$ cat src/rtl/bf_uart_bridge.sv
// UART host link for bf_machine: RX frames feed machine_input, machine_output words go out on TX.
// Define BF_UART_PARITY_EN to add an even-parity bit to both directions.
module bf_uart_bridge #(
  parameter int unsigned WORD_SIZE    = 8,
  parameter int unsigned CLKS_PER_BIT = 16
) (
  input  logic                 clk,
  input  logic                 rst,
  input  logic                 uart_rx,
  output logic                 uart_tx,
  output logic [WORD_SIZE-1:0] machine_input,
  output logic                 machine_input_valid,
  input  logic                 machine_input_ready,
  input  logic [WORD_SIZE-1:0] machine_output,
  input  logic                 machine_output_valid,
  output logic                 machine_output_ready,
  output logic                 rx_frame_err,
  output logic                 rx_overrun
);

  localparam int unsigned CntW = $clog2(CLKS_PER_BIT);
  localparam int unsigned IdxW = (WORD_SIZE > 1) ? $clog2(WORD_SIZE) : 1;
  localparam logic [CntW-1:0] CntLast = CntW'(CLKS_PER_BIT - 1);
  localparam logic [CntW-1:0] CntHalf = CntW'(CLKS_PER_BIT / 2);
  localparam logic [IdxW-1:0] IdxLast = IdxW'(WORD_SIZE - 1);

`ifdef BF_UART_PARITY_EN
  typedef enum logic [2:0] {RxIdle, RxStart, RxData, RxParity, RxStop} rx_state_e;
  typedef enum logic [2:0] {TxIdle, TxStart, TxData, TxParity, TxStop} tx_state_e;
`else
  typedef enum logic [1:0] {RxIdle, RxStart, RxData, RxStop} rx_state_e;
  typedef enum logic [1:0] {TxIdle, TxStart, TxData, TxStop} tx_state_e;
`endif

  // ---------------- RX path ----------------
  logic                 rx_meta_q, rx_sync_q;
  rx_state_e            rx_state_q, rx_state_d;
  logic [CntW-1:0]      rx_cnt_q, rx_cnt_d;
  logic [IdxW-1:0]      rx_idx_q, rx_idx_d;
  logic [WORD_SIZE-1:0] rx_shift_q, rx_shift_d;
  logic                 in_valid_q, in_valid_d;
  logic [WORD_SIZE-1:0] in_data_q, in_data_d;
  logic                 frame_err_q, frame_err_d;
  logic                 overrun_q, overrun_d;
  logic                 rx_bad;
`ifdef BF_UART_PARITY_EN
  logic                 rx_par_err_q, rx_par_err_d;
  assign rx_bad = !rx_sync_q || rx_par_err_q;
`else
  assign rx_bad = !rx_sync_q;
`endif

  always_comb begin
    rx_state_d  = rx_state_q;
    rx_cnt_d    = rx_cnt_q + CntW'(1);
    rx_idx_d    = rx_idx_q;
    rx_shift_d  = rx_shift_q;
    frame_err_d = 1'b0;
    overrun_d   = 1'b0;
    in_valid_d  = in_valid_q && !machine_input_ready;
    in_data_d   = in_data_q;
`ifdef BF_UART_PARITY_EN
    rx_par_err_d = rx_par_err_q;
`endif
    case (rx_state_q)
      RxIdle: begin
        rx_cnt_d = '0;
        if (!rx_sync_q) rx_state_d = RxStart;
      end
      RxStart: begin
        if (rx_cnt_q == CntHalf) begin
          rx_cnt_d   = '0;
          rx_idx_d   = '0;
          rx_state_d = rx_sync_q ? RxIdle : RxData;
        end
      end
      RxData: begin
        if (rx_cnt_q == CntLast) begin
          rx_cnt_d   = '0;
          rx_shift_d = {rx_sync_q, rx_shift_q[WORD_SIZE-1:1]};
          rx_idx_d   = rx_idx_q + IdxW'(1);
`ifdef BF_UART_PARITY_EN
          if (rx_idx_q == IdxLast) rx_state_d = RxParity;
`else
          if (rx_idx_q == IdxLast) rx_state_d = RxStop;
`endif
        end
      end
`ifdef BF_UART_PARITY_EN
      RxParity: begin
        if (rx_cnt_q == CntLast) begin
          rx_cnt_d     = '0;
          rx_par_err_d = rx_sync_q ^ (^rx_shift_q);
          rx_state_d   = RxStop;
        end
      end
`endif
      RxStop: begin
        if (rx_cnt_q == CntLast) begin
          rx_state_d = RxIdle;
          // Errors win over overrun; a same-edge transfer frees the holding register.
          if (rx_bad) begin
            frame_err_d = 1'b1;
          end else if (in_valid_q && !machine_input_ready) begin
            overrun_d = 1'b1;
          end else begin
            in_valid_d = 1'b1;
            in_data_d  = rx_shift_q;
          end
        end
      end
      default: rx_state_d = RxIdle;
    endcase
  end

  always_ff @(posedge clk or posedge rst) begin
    if (rst) begin
      rx_meta_q   <= 1'b1;
      rx_sync_q   <= 1'b1;
      rx_state_q  <= RxIdle;
      rx_cnt_q    <= '0;
      rx_idx_q    <= '0;
      rx_shift_q  <= '0;
      in_valid_q  <= 1'b0;
      in_data_q   <= '0;
      frame_err_q <= 1'b0;
      overrun_q   <= 1'b0;
`ifdef BF_UART_PARITY_EN
      rx_par_err_q <= 1'b0;
`endif
    end else begin
      rx_meta_q   <= uart_rx;
      rx_sync_q   <= rx_meta_q;
      rx_state_q  <= rx_state_d;
      rx_cnt_q    <= rx_cnt_d;
      rx_idx_q    <= rx_idx_d;
      rx_shift_q  <= rx_shift_d;
      in_valid_q  <= in_valid_d;
      in_data_q   <= in_data_d;
      frame_err_q <= frame_err_d;
      overrun_q   <= overrun_d;
`ifdef BF_UART_PARITY_EN
      rx_par_err_q <= rx_par_err_d;
`endif
    end
  end

  assign machine_input       = in_data_q;
  assign machine_input_valid = in_valid_q;
  assign rx_frame_err        = frame_err_q;
  assign rx_overrun          = overrun_q;

  // ---------------- TX path ----------------
  tx_state_e            tx_state_q, tx_state_d;
  logic [CntW-1:0]      tx_cnt_q, tx_cnt_d;
  logic [IdxW-1:0]      tx_idx_q, tx_idx_d;
  logic [WORD_SIZE-1:0] tx_shift_q, tx_shift_d;
  logic                 tx_q, tx_d;
  logic                 ready_q, ready_d;
`ifdef BF_UART_PARITY_EN
  logic                 tx_par_q, tx_par_d;
`endif

  always_comb begin
    tx_state_d = tx_state_q;
    tx_cnt_d   = tx_cnt_q + CntW'(1);
    tx_idx_d   = tx_idx_q;
    tx_shift_d = tx_shift_q;
    tx_d       = tx_q;
    ready_d    = 1'b0;
`ifdef BF_UART_PARITY_EN
    tx_par_d = tx_par_q;
`endif
    case (tx_state_q)
      TxIdle: begin
        tx_cnt_d = '0;
        tx_d     = 1'b1;
        ready_d  = 1'b1;
        if (ready_q && machine_output_valid) begin
          ready_d    = 1'b0;
          tx_d       = 1'b0;
          tx_shift_d = machine_output;
          tx_state_d = TxStart;
`ifdef BF_UART_PARITY_EN
          tx_par_d = ^machine_output;
`endif
        end
      end
      TxStart: begin
        if (tx_cnt_q == CntLast) begin
          tx_cnt_d   = '0;
          tx_idx_d   = '0;
          tx_d       = tx_shift_q[0];
          tx_state_d = TxData;
        end
      end
      TxData: begin
        if (tx_cnt_q == CntLast) begin
          tx_cnt_d   = '0;
          tx_shift_d = tx_shift_q >> 1;
          tx_idx_d   = tx_idx_q + IdxW'(1);
          tx_d       = tx_shift_d[0];
          if (tx_idx_q == IdxLast) begin
`ifdef BF_UART_PARITY_EN
            tx_d       = tx_par_q;
            tx_state_d = TxParity;
`else
            tx_d       = 1'b1;
            tx_state_d = TxStop;
`endif
          end
        end
      end
`ifdef BF_UART_PARITY_EN
      TxParity: begin
        if (tx_cnt_q == CntLast) begin
          tx_cnt_d   = '0;
          tx_d       = 1'b1;
          tx_state_d = TxStop;
        end
      end
`endif
      TxStop: begin
        if (tx_cnt_q == CntLast) begin
          tx_cnt_d   = '0;
          ready_d    = 1'b1;
          tx_state_d = TxIdle;
        end
      end
      default: tx_state_d = TxIdle;
    endcase
  end

  always_ff @(posedge clk or posedge rst) begin
    if (rst) begin
      tx_state_q <= TxIdle;
      tx_cnt_q   <= '0;
      tx_idx_q   <= '0;
      tx_shift_q <= '0;
      tx_q       <= 1'b1;
      ready_q    <= 1'b0;
`ifdef BF_UART_PARITY_EN
      tx_par_q <= 1'b0;
`endif
    end else begin
      tx_state_q <= tx_state_d;
      tx_cnt_q   <= tx_cnt_d;
      tx_idx_q   <= tx_idx_d;
      tx_shift_q <= tx_shift_d;
      tx_q       <= tx_d;
      ready_q    <= ready_d;
`ifdef BF_UART_PARITY_EN
      tx_par_q <= tx_par_d;
`endif
    end
  end

  assign uart_tx              = tx_q;
  assign machine_output_ready = ready_q;

endmodule

$ cat config.mk
export PLATFORM = sky130hd
export DESIGN_NAME = bf_uart_bridge
export DESIGN_NICKNAME = d
export VERILOG_FILES = /design/src/rtl/bf_uart_bridge.sv
export SDC_FILE = /design/constraint.sdc
export NUM_CORES = 1
export LEC_CHECK = 0
export CAP_MARGIN = 15
export CORE_MARGIN = 4
export CORE_UTILIZATION = 35
export CTS_BUF_LIST = sky130_fd_sc_hd__clkbuf_8
export DETAILED_ROUTE_END_ITERATION = 10
export MAX_ROUTING_LAYER = met4
export SLEW_MARGIN = 10
export SYNTH_ARGS = -nofsm -noshare
export SYNTH_HDL_FRONTEND = slang
export SYNTH_SLANG_ARGS = --single-unit
$ cat constraint.sdc
create_clock -name clk -period 3.9 [get_ports clk]
set_input_delay 0.585 -clock clk [delete_from_list [all_inputs] [get_ports clk]]
set_output_delay 0.585 -clock clk [all_outputs]
set_load 0.005 [all_outputs]
==> results by group, run 1 <==
Clock tree
  – Worst-path clk slew: 0.10 ns
  – Hold buffer count at cts: 0
  – Post-CTS sizing: 0
  – Longest Clk Path Bufs: 2
  – CTS tree: done
  – Postcts setup bufs: 0
  – Clock sink count: 49
  – CTS buffer count: 5
  – Htree depth: 2
  – CTS root buf: clkbuf_8
  – Clock Latency Late Sink: 0.30 ns

STA
  – Final setup TNS: 0 ns
  – Setup violators final: 0
  – Unrepaired setup endpoints after global routing: no
  – Relative slew slack: 34.3%
  – Clock Skews: 0.00925 ns
  – Final hold vios: 0
  – Final worst slack: 1.68 ns
  – Worst Tran Pin Value: 0.984 ns
  – Max Slew Vio Count: 0
  – Final Critical Period: 2.22 ns
  – F_max: 0.450 GHz
  – Period utilisation layout: 57.0%

Global routing
  – Remaining global-route overflow: 0
  – First-pass GRT wire length: 6780 um
  – GRT Total Usage: 10.2%
  – Vias in the first global route: 1,461
  – Initial antenna violation count: 0
  – Largest net degree at the start of global routing: 50

Route
  – Routed wire length: 3810 um
  – Initial DRC Count: 19
  – Drt pass-1 iters: 4
  – Met1 wire length: 1830 um
  – Wirelength per Cell: 13.4 um
  – Met2 WL: 1810 um
  – Via Count: 1,444
  – WL met3: 137 um
  – DR DRC count: 0
  – Vias/cell: 5.07
  – Antenna Nets Post-Route: 0
  – Uppermost layer routed: met4

Floorplan
  – Row cnt: 29
  – Total core area: 6460 sq um
  – Die span in y: 90.3 um
  – Die area: 8150 sq um
  – Initial Util: 36.7%
  – Die width: 90.3 um
  – I/O pin count: 26

Synthesis
  – Netlist cell types: 45
  – Number of synthesized flops with an enable pin: 0
  – Yosys warns: 0
  – Syn Area/Cell: 12.9 sq um
  – Syn Std Cell Area: 2370 sq um
  – Yosys reg bits: 49
  – Syn Nets: 209
  – Post-synthesis sequential area ratio: 51.9%
  – Post-Syn Instances: 183
  – Fraction of registers with async set/reset: 100%
  – Ys flop type: dfrtp_1

Place
  – Port buffer count: 25
  – Final HPWL DP: 2660 um
  – Worst slack at placement: 1.67 ns
  – Gp weighted congestion: 0.785

Critical path
  – Crit Path Max Fanout: 17
  – Arr. time, crit path: 2.42 ns
  – Worst endpoint required time: 4.09 ns
  – Crit path capture type: flip-flop
  – Crit start category: flip-flop
  – Crit Path Class: reg -> reg

Worst hold path
  – Worst hold-check path type: reg -> reg

Layout
  – Fill count: 617
  – Final antenna diode count: 0
  – Area grow syn2layout: 15.4%
  – Fin nets: 233
  – Layout cells sized above 1: 24.5%

Outcome
  – Status: finished clean

Pwr
  – Leak pwr: 1.24 nW
  – Power per cell area: 384 nW/um^2
  – VDD IR max: 185 uV

Flow run
  – # Max-Cap Violations: 0
[through the flow]
step           hold WS, ns  total power [mW]  util (%)  instances  instance area (sq um)
2_1_floorplan        0.345             0.745         -        183                   2370
3_3_place_gp         0.346             0.762      40.9        277                   2640
3_5_place_dp         0.349             0.765      40.9        277                   2640
4_1_cts              0.363              1.07      42.3        285                   2730
5_1_grt              0.365              1.12      42.3        285                   2730
6_report             0.360              1.05      42.3        285                   2730
[metal layers]
metal | track usage (%) | vias up
met2 | 16.4 | 24
met3 | 2.58 | 4
met5 | - | -
li1 | - | 702
met4 | 2.68 | 0
met1 | 12.9 | 714
[cell type report]
cell class / count / area, sq um / share of cell area [%]
flip-flops and latches: 49 / 1230 / 45.0
multi-input cells: 117 / 1030 / 37.8
repair buffers: 25 / 250 / 9.15
well taps: 77 / 96.3 / 3.52
clock buffers: 5 / 68.8 / 2.52
inverters: 9 / 33.8 / 1.24
clock inverters: 3 / 21.3 / 0.778
[sequential cells by signal, indices dropped and copies added (netlist names), 2 cells and up, named ones only]
name           count
machine_input      8
rx_shift_q         8
tx_shift_q         8
rx_cnt_q           4
tx_cnt_q           4
rx_idx_q           3
tx_idx_q           3
tx_state_q         2
[Yosys cell counts, types with 2 or more instances]
cell | instances | area share [%]
a21oi_1 | 8 | 1.7
a2bb2oi_1 | 2 | 0.74
a32o_1 | 2 | 0.85
and4_4 | 2 | 0.95
buf_2 | 2 | 0.42
buf_4 | 2 | 0.63
buf_6 | 2 | 0.95
dfrtp_1 | 46 | 49
dfstp_2 | 3 | 3.3
ha_1 | 13 | 6.9
inv_1 | 9 | 1.4
mux2_2 | 24 | 11
mux2_4 | 8 | 5.1
nand2_1 | 6 | 0.95
nand3_1 | 3 | 0.63
nand3b_1 | 2 | 0.63
nand4_1 | 3 | 0.79
nor2_1 | 6 | 0.95
nor3_1 | 4 | 0.85
nor3b_1 | 3 | 0.95
o21ai_0 | 6 | 1.3
o22ai_1 | 3 | 0.79
xnor2_1 | 2 | 0.74
[path summary, 6_finish.rpt]
path                                     from                to  slack [ns]  cells after the start
worst min register to register      rx_meta_q         rx_sync_q        0.36                      0
worst max register to register  tx_state_q[0]     tx_shift_q[6]        1.68                      5
min in group asynchronous                 rst  machine_input[4]        0.83                      2
worst min-delay path                rx_meta_q         rx_sync_q        0.36                      0
worst max-delay path            tx_state_q[0]     tx_shift_q[6]        1.68                      5
max in group asynchronous                 rst       rx_cnt_q[1]        2.46                      2
[power breakdown]
| group | leakage, nW | internal, mW | switching (mW) |
|---|---|---|---|
| Clock | 0.0445 | 0.128 | 0.171 |
| Combinational | 0.556 | 0.0778 | 0.0604 |
| Sequential | 0.635 | 0.551 | 0.0627 |
[worst max-delay path, stage by stage, from the launching register on]
cell	delay (ns)
dfrtp_1	0.43
inv_1	0.14
ha_1	0.58
nand4_1	0.28
a21boi_4	0.33
mux2_2	0.37
[cells by family after synthesis]
group                      synth area share (%)
buffers and inverters                      4.44
muxes                                      16.9
AOI/OAI and AO/OA                          8.82
and+or+nand+nor                            9.93
DFF                                        51.9
xor gates and xnor gates                   1.11
adders and majority gates                  6.87
[cell usage in the layout (no fill, tap or decap), drive strengths merged, types with 2 or more instances in the layout]
master and instances:
and4 2, nand3 3, dfstp 3, a21oi 8, nand2 7, a32o 2
nand3b 2, o21ai 6, clkbuf 5, nor3 4, xnor2 2, nor2 6
a2bb2oi 2, nor3b 3, clkdlybuf4s50 25, ha 13, mux2 32, nand4 3
o22ai 3, dfrtp 46, inv 10
No activity file was read; power rests on OpenSTA's default activity.
==> run 2: changes to the inputs <==
==> constraint.sdc (replaced) <==
create_clock -name clk -period 1.9 [get_ports clk]
set_input_delay 0.285 -clock clk [delete_from_list [all_inputs] [get_ports clk]]
set_output_delay 0.285 -clock clk [all_outputs]
set_load 0.005 [all_outputs]
==> run 2 against run 1 <==
  * Die area did not move
  * Sequential cell count unchanged
  * Clock power increased by 110%
  * Clock skew fell by 0.0047 ns
  * Highest routed layer is now met3
  * Global-route usage up 0.76 points
  * Final cell count is 2.1% higher
  * Sequential power rose by 100%
  * First-iteration DRC count rose by 120%
  * Setup slack worse by 1.6 ns
==> results by group, run 2 (synthesis results as in run 1) <==
Worst hold path
  – Worst hold-check path type: in -> async

STA
  – Relative slew slack: 70.0%
  – Worst hold slack: 0.301 ns
  – Final setup TNS: 0 ns
  – F_max: 0.552 GHz
  – Worst Tran Pin Value: 0.450 ns
  – Setup violators final: 0
  – Final hold vios: 0
  – Final Critical Period: 1.81 ns
  – Period utilisation layout: 95.4%
  – Unrepaired setup endpoints after global routing: no
  – Clock Skews: 0.00454 ns
  – Max Slew Vio Count: 0

Clock tree
  – CTS tree: done
  – Postcts setup bufs: 0
  – Clock sink count: 49
  – Htree depth: 2
  – Worst-path clk slew: 0.09 ns
  – Clock Latency Late Sink: 0.30 ns
  – CTS buffer count: 5
  – Longest Clk Path Bufs: 2
  – CTS root buf: clkbuf_8

Critical path
  – Arr. time, crit path: 2.00 ns
  – Crit Path Class: reg -> reg
  – Worst endpoint required time: 2.09 ns
  – Crit path capture type: flip-flop
  – Crit Path Max Fanout: 7
  – Crit start category: flip-flop

Route
  – Vias/cell: 4.98
  – Wirelength per Cell: 13.7 um
  – Drt pass-1 iters: 4
  – Initial DRC Count: 41
  – DR DRC count: 0
  – Antenna Nets Post-Route: 0
  – Via Count: 1,450
  – Routed wire length: 3980 um

Pwr
  – Leak pwr: 1.27 nW
  – VDD IR max: 407 uV
  – Power per cell area: 778 nW/um^2

Layout
  – Fin nets: 239
  – Area grow syn2layout: 18.6%
  – Fill count: 624
  – Final core area utilization: 43.5%
  – Most frequent cells in the layout: 46 x dfrtp_1, 25 x clkdlybuf4s50_1, 24 x mux2_2
  – Layout cells sized above 1: 27.1%
  – Commonest non-fill, non-tap cell in the layout: dfrtp_1
  – Final antenna diode count: 0
  – Final Cell Area: 2810 sq um

Global routing
  – Most used routing layer: met2
  – First-pass GRT wire length: 7290 um
  – Vias in the first global route: 1,542
  – GRT met3 Usage: 2.58%
  – Remaining global-route overflow: 0
  – Largest net degree at the start of global routing: 26
  – Met1 usage: 13.7%
  – GRT Total Usage: 11.0%
  – Met2 GRT Util: 18.1%
  – Initial antenna violation count: 0

Floorplan
  – Die span in y: 90.3 um
  – Total core area: 6460 sq um
  – Row cnt: 29
  – Die width: 90.3 um
  – Initial Util: 36.7%
  – I/O pin count: 26
  – Die area: 8150 sq um

Place
  – Final HPWL DP: 2900 um
  – DP Area: 2700 sq um
  – Gp weighted congestion: 0.774
  – Port buffer count: 25

Outcome
  – Status: finished clean

Flow run
  – # Max-Cap Violations: 0
-- run 2: changes by cell type in the layout (fill, tap and decap cells not counted) --
| cell | delta |
|---|---|
| buf_12 | +1 |
| buf_4 | +5 |
| a21bo_2 | -1 |
| ha_1 | -1 |
| a21bo_4 | +1 |
| ha_4 | +1 |
-- run 2: final cells by class --
type	instances	area (sq um)	area share (%)
Timing Repair Buffer	31	308	11.0
Clock buffer	5	68.8	2.45
Inverter	9	33.8	1.20
Multi-Input combinational cell	117	1050	37.4
Clock inverter	3	21.3	0.757
Tap cell	77	96.3	3.43
Sequential cell	49	1230	43.8
-- run 2: worst paths after layout --
kind,end,depth (start not counted),slack (ns),start
setup / recovery,tx_shift_q[3],5,0.09,tx_state_q[1]
max in group asynchronous,uart_tx,3,1.06,rst
setup reg to reg,tx_shift_q[3],5,0.09,tx_state_q[1]
hold / removal,machine_input[3],2,0.30,rst
min in group clk,rx_sync_q,0,0.36,rx_meta_q
hold reg to reg,rx_sync_q,0,0.36,rx_meta_q
-- run 2: through the flow --
step	setup WS (ns)	std cells	power [mW]
finish	0.0869	291	2.19
global route	0.000649	291	2.34
CTS	0.0868	291	2.23
detailed placement	0.0914	283	1.59
global placement	0.117	283	1.59
floorplan	0.202	183	1.53
-- run 2: power by group --
group | internal [mW] | switching (mW) | total, mW
clock | 0.262 | 0.362 | 0.624
sequential | 1.13 | 0.117 | 1.25
combinational | 0.174 | 0.141 | 0.315
-- run 2: per-layer routing --
metal	wire length, um	up-vias
li1	-	713
met1	1900	713
met2	1950	24
met3	132	0
met4	0	0
met5	0	-
-- run 2: repair_timing --
action / CTS / global route
endpoints found under the setup margin: 0 / 7
gates resized for setup: 0 / 3
hold buffers: 0 / 0
-- run 2: worst max-delay path, stage by stage, from the launching register on --
cell and delay (ns):
dfrtp_1 0.46, inv_1 0.12, ha_1 0.25, a21bo_4 0.22, a21boi_4 0.29, mux2_2 0.37
==> run 3: changes to the inputs <==
==> constraint.sdc (replaced) <==
create_clock -name clk -period 2 [get_ports clk]
set_input_delay 0.3 -clock clk [delete_from_list [all_inputs] [get_ports clk]]
set_output_delay 0.3 -clock clk [all_outputs]
set_load 0.005 [all_outputs]
==> run 3 against run 2 <==
  * Non-clock buffer count shrank 3
  * Clock skew increased by 0.00075 ns
  * Sequential power shrank 4%
  * Wire length down 3.3%
  * Utilization shrank 0.68 points
  * Setup slack improved by 0.027 ns
  * Largest power group unchanged
  * Highest routed layer unchanged
==> results by group, run 3 (synthesis results as in run 1) <==
STA
  – Period utilisation layout: 94.3%
  – Clock Skews: 0.00528 ns
  – Max Slew Vio Count: 0
  – Relative slew slack: 73.9%
  – F_max: 0.530 GHz
  – Final setup TNS: 0 ns
  – Unrepaired setup endpoints after global routing: no
  – Setup violators final: 0
  – Final Critical Period: 1.89 ns
  – Worst Tran Pin Value: 0.391 ns
  – Final hold vios: 0

Flow run
  – # Max-Cap Violations: 0

Layout
  – Area of the multi-input gates: 1030 sq um
  – Fill count: 619
  – Area grow syn2layout: 16.8%
  – Final core area utilization: 42.8%
  – Final Cell Area: 2770 sq um
  – Register area: 1230 sq um
  – Most frequent cells in the layout: 46 x dfrtp_1, 25 x clkdlybuf4s50_1, 24 x mux2_2
  – Layout cells sized above 1: 25.1%
  – Post-Layout Cell Count: 288
  – Final antenna diode count: 0
  – Fin nets: 236
  – Commonest non-fill, non-tap cell in the layout: dfrtp_1

Outcome
  – Status: finished clean

Route
  – Routed wire length: 3850 um
  – Wirelength per Cell: 13.4 um
  – Antenna Nets Post-Route: 0
  – Via Count: 1,437
  – DR DRC count: 0
  – Initial DRC Count: 40
  – Vias/cell: 4.99
  – Drt pass-1 iters: 4

Place
  – DP Area: 2680 sq um
  – Final HPWL DP: 2760 um
  – Gp weighted congestion: 0.780
  – Placed insts: 280
  – Port buffer count: 25

Global routing
  – GRT Total Usage: 10.4%
  – First-pass GRT wire length: 6940 um
  – Largest net degree at the start of global routing: 33
  – Initial antenna violation count: 0
  – Vias in the first global route: 1,495
  – Remaining global-route overflow: 0

Floorplan
  – Total core area: 6460 sq um
  – Die area: 8150 sq um
  – Die span in y: 90.3 um
  – Row cnt: 29
  – Die width: 90.3 um
  – Initial Util: 36.7%
  – I/O pin count: 26

Clock tree
  – Post-CTS sizing: 0
  – CTS tree: done
  – Longest Clk Path Bufs: 2
  – Clock Latency Late Sink: 0.29 ns
  – Htree depth: 2
  – Clock sink count: 49
  – Hold buffer count at cts: 0
  – CTS root buf: clkbuf_8
  – CTS buffer count: 5
  – Worst-path clk slew: 0.09 ns
  – Postcts setup bufs: 0

Critical path
  – Worst setup startpoint: tx_state_q[0]
  – Crit path to: tx_shift_q[3]
  – Crit Path Max Fanout: 8
  – Crit start category: flip-flop
  – Arr. time, crit path: 2.07 ns
  – Crit path capture type: flip-flop
  – Reg2Reg Capture Point: tx_shift_q[3]
  – Worst reg-to-reg setup slack: 0.11 ns
  – Worst flop-to-flop path startpoint: tx_state_q[0]
  – FF-to-FF path depth: 5
  – Crit Path Class: reg -> reg
  – Worst endpoint required time: 2.19 ns

Pwr
  – VDD IR max: 362 uV
  – Tot Pwr: 2.04 mW
  – Leak pwr: 1.25 nW
  – Power per cell area: 737 nW/um^2

Worst hold path
  – Worst hold-check path type: in -> async
==> run 3: layer usage <==
layer	global-route usage, %	part of all wire (%)	up-vias
met1	12.9	48	702
met2	17.0	49	26
met4	2.68	0	0
met3	2.92	3.2	0
li1	-	-	709
met5	-	0	-
==> run 3: critical path, cell delays in order, from the launching register on <==
cell,delay [ns]
dfrtp_1,0.42
inv_1,0.13
ha_1,0.32
nand4_1,0.22
a21boi_4,0.32
mux2_2,0.37
==> run 3: power breakdown <==
group / switching [mW] / total (mW) / internal [mW]
Clock: 0.323 / 0.565 / 0.242
Sequential: 0.126 / 1.20 / 1.07
Combinational: 0.120 / 0.276 / 0.155
Total: 0.570 / 2.04 / 1.47
==> run 3: cell type report <==
class / instances / share of cell area (%)
Inverter: 9 / 1.22
Clock inverter: 3 / 0.678
Tap cell: 77 / 3.48
Multi-Input combinational cell: 117 / 37.4
Sequential cell: 49 / 44.5
Timing Repair Buffer: 28 / 10.3
Clock buffer: 5 / 2.49
==> run 3: worst min-delay path by stage <==
stage | from | to | slack, ns | depth (start not counted)
after floorplan | uart_rx | rx_meta_q | 0.30 | 0
final | rst | machine_input[3] | 0.30 | 2
after CTS | rst | machine_input[2] | 0.31 | 2
after global placement | rx_meta_q | rx_sync_q | 0.35 | 0
after detailed placement | rx_meta_q | rx_sync_q | 0.35 | 0
after global routing | rst | machine_input[2] | 0.32 | 2
==> run 3: per-stage QoR <==
step                setup WS [ns]  hold WS [ns]
floorplan                   0.302         0.304
global placement            0.195         0.346
detailed placement          0.119         0.354
CTS                         0.105         0.308
global route              0.00770         0.319
finish                      0.113         0.296
